File: src/rtl/mem_port_arbiter.sv
// Two-master arbiter for the single data-memory port: the CPU has priority and
// the DMA master is guaranteed a slot after STREAK_MAX contested CPU grants.
module mem_port_arbiter #(
  parameter int STREAK_MAX = 4
) (
  input  logic        clk,
  input  logic        rst,
  input  logic        cpu_valid,
  input  logic [17:0] cpu_addr,
  input  logic [3:0]  cpu_we,
  input  logic [31:0] cpu_wdata,
  output logic [31:0] cpu_rdata,
  output logic        cpu_stall,
  input  logic        dma_valid,
  output logic        dma_ready,
  input  logic [17:0] dma_addr,
  input  logic [3:0]  dma_we,
  input  logic [31:0] dma_wdata,
  output logic [31:0] dma_rdata,
  output logic        dma_rvalid,
  output logic [17:0] mem_addr,
  output logic [3:0]  mem_we,
  output logic [31:0] mem_wdata,
  input  logic [31:0] mem_rdata
);

  localparam logic [7:0] STREAK_CAP = 8'(STREAK_MAX);

  logic [7:0] streak_q, streak_d;
  logic       rd_dma_q, rd_dma_d;
  logic       gnt_dma, gnt_cpu;

  function automatic logic [7:0] sat_inc(input logic [7:0] val);
    return (val >= STREAK_CAP) ? STREAK_CAP : val + 8'd1;
  endfunction

  always_comb begin
    gnt_dma = !rst && dma_valid && (!cpu_valid || streak_q == STREAK_CAP);
    gnt_cpu = !rst && cpu_valid && !gnt_dma;
  end

  // With no grant the port idles on the CPU address with writes suppressed.
  always_comb begin
    mem_addr  = cpu_addr;
    mem_wdata = cpu_wdata;
    mem_we    = 4'h0;
    if (gnt_dma) begin
      mem_addr  = dma_addr;
      mem_wdata = dma_wdata;
      mem_we    = dma_we;
    end else if (gnt_cpu) begin
      mem_we    = cpu_we;
    end
  end

  // Fairness is per request: a withdrawn DMA request forfeits its accumulated wait.
  always_comb begin
    streak_d = streak_q;
    if (rst || gnt_dma || !dma_valid) begin
      streak_d = 8'd0;
    end else if (gnt_cpu) begin
      streak_d = sat_inc(streak_q);
    end
    rd_dma_d = gnt_dma && (dma_we == 4'h0);
  end

  always_ff @(posedge clk) begin
    if (rst) begin
      streak_q <= 8'd0;
      rd_dma_q <= 1'b0;
    end else begin
      streak_q <= streak_d;
      rd_dma_q <= rd_dma_d;
    end
  end

  assign dma_ready  = gnt_dma;
  assign cpu_stall  = cpu_valid && gnt_dma;
  assign dma_rvalid = rd_dma_q && !rst;
  assign dma_rdata  = mem_rdata;
  assign cpu_rdata  = mem_rdata;

endmodule
File: config.mk
export PLATFORM = sky130hd
export DESIGN_NAME = mem_port_arbiter
export DESIGN_NICKNAME = d
export VERILOG_FILES = /design/src/rtl/mem_port_arbiter.sv
export SDC_FILE = /design/constraint.sdc
export NUM_CORES = 1
export LEC_CHECK = 0
export ABC_AREA = 1
export CORE_AREA = 2 2 102 104
export CTS_BUF_LIST = sky130_fd_sc_hd__clkbuf_16
export DETAILED_ROUTE_END_ITERATION = 10
export DIE_AREA = 0 0 104 106
export PLACE_DENSITY = 0.63
export SLEW_MARGIN = 20
export SYNTH_ARGS = -nofsm -noshare
export SYNTH_HDL_FRONTEND = slang
export SYNTH_SLANG_ARGS = --single-unit
export TNS_END_PERCENT = 10
File: constraint.sdc
create_clock -name clk -period 1.8 [get_ports clk]
set_input_delay 0.45 -clock clk [delete_from_list [all_inputs] [get_ports clk]]
set_output_delay 0.45 -clock clk [all_outputs]
set_load 0.01 [all_outputs]
==> flow_summary_export.csv <==
group,metric,value,unit
floorplanning,io_pins,265,
floorplanning,die_height,106,microns
timing,fmax,445.8,MHz
floorplanning,start_util,15.73,%
yosys,netlist_area,1573,sq um
clocking,clk_path_buf_depth,2,
pwr,internal-power,917.6,uW
floorplanning,die-area,11020,sq um
timing,worst_slack,-0.4431,ns
yosys,synthTopCellsByArea,"nand2_1, buf_4, dfxtp_1",
detailed_routing,dr_total_vias,2095,
timing,finalCritPeriodShare,124.6,%
run,cap_violations,0,
pwr,power.total,1.277,mW
pwr,ir_drop,0.2909,mV
global_route,first_global_vias,2147,
global_route,grt_max_degree,20,
detailed_routing,wl_per_cell,13.95,microns
pwr,swShare,28.15,%
outcome,violations,"negative setup slack",
floorplanning,row_count,37,
layout,num-nets-final,561,
layout,seqCellArea,182.7,sq um
timing,setup_violations,56,
setup_path,critPathLaunchType,"flop",
place,gp_congestion,0.7749,
layout,finalInstanceArea,3306,sq um
pwr,clock_power_share,30.1,%
yosys,ys_ff_latch,9,
pwr,power_density,386.3,nW/um^2
clocking,clock-sinks,9,
pwr,seq_power_share,16.6,%
layout,area_delta_synth_final,110.2,%
yosys,syn_area_per_cell,5.518,sq um
timing,final.min_clock_period,2.243,ns
layout,fin_util,33.06,%
global_route,grt_usage,12.87,%
detailed_routing,viasPerCell,3.809,
layout,multi_input_area,899.6,sq um
clocking,clock_latency,0.24,ns
timing,drv_slew,0,
layout,fill_cells,1130,
detailed_routing,final_antenna_net_count,0,
setup_path,cp_data_required_time,1.35,ns
setup_path,r2r_end,"streak_q[0]$_SDFFE_PP0N_",
setup_path,r2r_start,"streak_q[0]$_SDFFE_PP0N_",
layout,drive_gt1_share,31.16,%
global_route,grt_pass1_wl,11360,microns
clocking,cts_tree,"yes",
worst_hold_path,min_to,"streak_q[1]$_SDFFE_PP0N_",
yosys,yosysTopAreaCell,"nand2_1",
setup_path,end_kind,"output pin",
setup_path,critical_path_class,"reg -> out",
setup_path,crit_fanout,6,
layout,fin_cells,550,
detailed_routing,drcViolationCount,0,
layout,antennaDiodeCount,0,
clocking,numCtsBuffers,3,
timing,whs,0.6513,ns
outcome,run_status,"complete, but fails checks",
detailed_routing,drt-total-wl,7671,microns
yosys,ys_types,20,
timing,skew,0.001942,ns
yosys,yosysWarnings,0,
setup_path,rr_worst_depth,9,
clocking,htree_num_levels,1,
timing,setup_tns,-21.40,ns
setup_path,reg2reg_slack,0.25,ns
place,portBuffers,168,
global_route,grt.overflow.total,0,
worst_hold_path,min_path_type,"reg -> reg",
setup_path,cp.arrival,1.79,ns
floorplanning,design.core.area,10000,sq um
timing,rsz0062_at_grt,"true",
pwr,p_comb_share,53.3,%
timing,finalHoldViolCount,0,
yosys,synth_cells,285,
place,placed_cell_area,2990,sq um
place,place_ws,-0.9270,ns
floorplanning,die_width,104,microns
worst_hold_path,whs_path_depth,4,
yosys,yosysSeqAreaShare,11.46,%
global_route,antenna_found_initial,0,
clocking,path_clk_slew,0.04,ns
place,hpwl,6075,microns
detailed_routing,drt-initial-drc-count,107,
pwr,p_leak,1.648,nW
yosys,synth_top_area_share,37.95,%
worst_hold_path,worstHoldStart,"streak_q[3]$_SDFFE_PP0N_",
detailed_routing,firstDrtPassIters,5,
place,place_inst,532,
clocking,cts_root_buf,"clkbuf_16",
pwr,switchingPower,359.5,uW
==> power groups by stage <==
stage	Sequential (mW)	Combinational, mW	Clock, mW
floorplan	0.214	0.333	0
global placement	0.214	0.647	0
detailed placement	0.215	0.653	0
CTS	0.212	0.658	0.399
global route	0.213	0.734	0.400
finish	0.212	0.680	0.385
==> sequential cells by signal, indices dropped and copies added, names as in the netlist <==
register  flops
streak_q      8
rd_dma_q      1
==> layout by cell type (no fill, tap or decap), types with 2 or more instances in the layout <==
cell,instances
conb_1,5
clkdlybuf4s50_1,108
o21ai_1,2
buf_2,39
dfxtp_2,2
inv_2,5
nand2_2,26
clkbuf_16,3
inv_1,9
buf_8,2
nor2_1,6
dfxtp_1,7
buf_6,18
o211ai_1,2
dlygate4sd2_1,4
nand3_1,5
nand2_1,131
buf_16,4
buf_4,13
nand2_4,2
buf_12,7
==> critical path, cell delays in order (launching register included) <==
cell and delay [ns]:
dfxtp_2 0.31, inv_2 0.07, ha_4 0.14, nand3_4 0.07, o21ai_4 0.24, nand2_8 0.13
inv_12 0.11, buf_8 0.13, buf_16 0.12, nand2_1 0.06, nand2_2 0.07, buf_6 0.10
==> worst max path at each step <==
stage                             startpoint            end  cells past startpoint
global route        streak_q[0]$_SDFFE_PP0N_  mem_wdata[29]                     11
CTS                 streak_q[0]$_SDFFE_PP0N_  mem_wdata[27]                     11
finish              streak_q[0]$_SDFFE_PP0N_  mem_wdata[20]                     11
floorplan           streak_q[0]$_SDFFE_PP0N_      mem_we[0]                      7
global placement                         rst  mem_wdata[21]                      9
detailed placement                       rst  mem_wdata[24]                      9
==> kinds of logic after synthesis <==
kind of cell	Yosys count	synth area share (%)
simple gates	175	42.88
buf+inv	90	40.57
flops	9	11.46
compound gates	8	3.261
fa+ha+maj	2	1.591
other cells	1	0.2384
==> what timing repair did <==
| action | 4_1_cts | 5_1_grt |
|---|---|---|
| endpoints found under the setup margin | 57 | 56 |
| pin swaps | 11 | 8 |
| cloned | 5 | 0 |
| buffers inserted | 8 | 3 |
| gates resized for setup | 284 | 33 |
| hold buffers | 0 | 0 |
==> cell usage after synthesis, drive strengths merged <==
cell type,n
nor2,6
nor3,1
ha,2
inv,15
o211ai,2
nor4,1
a21oi,1
conb,1
buf,75
nand3b,1
nand3,6
a211oi,1
o21ai,4
dfxtp,9
nand2,160
==> cell type report <==
| class | instances | area share (%) |
|---|---|---|
| Tap cell | 136 | 5.148 |
| Timing Repair Buffer | 196 | 57.57 |
| Clock inverter | 1 | 0.1136 |
| Inverter | 15 | 2.157 |
| Multi-Input combinational cell | 190 | 27.21 |
| Sequential cell | 9 | 5.526 |
| Clock buffer | 3 | 2.271 |
==> metal layers <==
metal	global-route usage, %	wire, microns
met2	25.38	4121
met1	12.44	2558
met5	0	0
met4	1.737	40
met3	6.009	950
No activity file was read; power rests on OpenSTA's default activity.
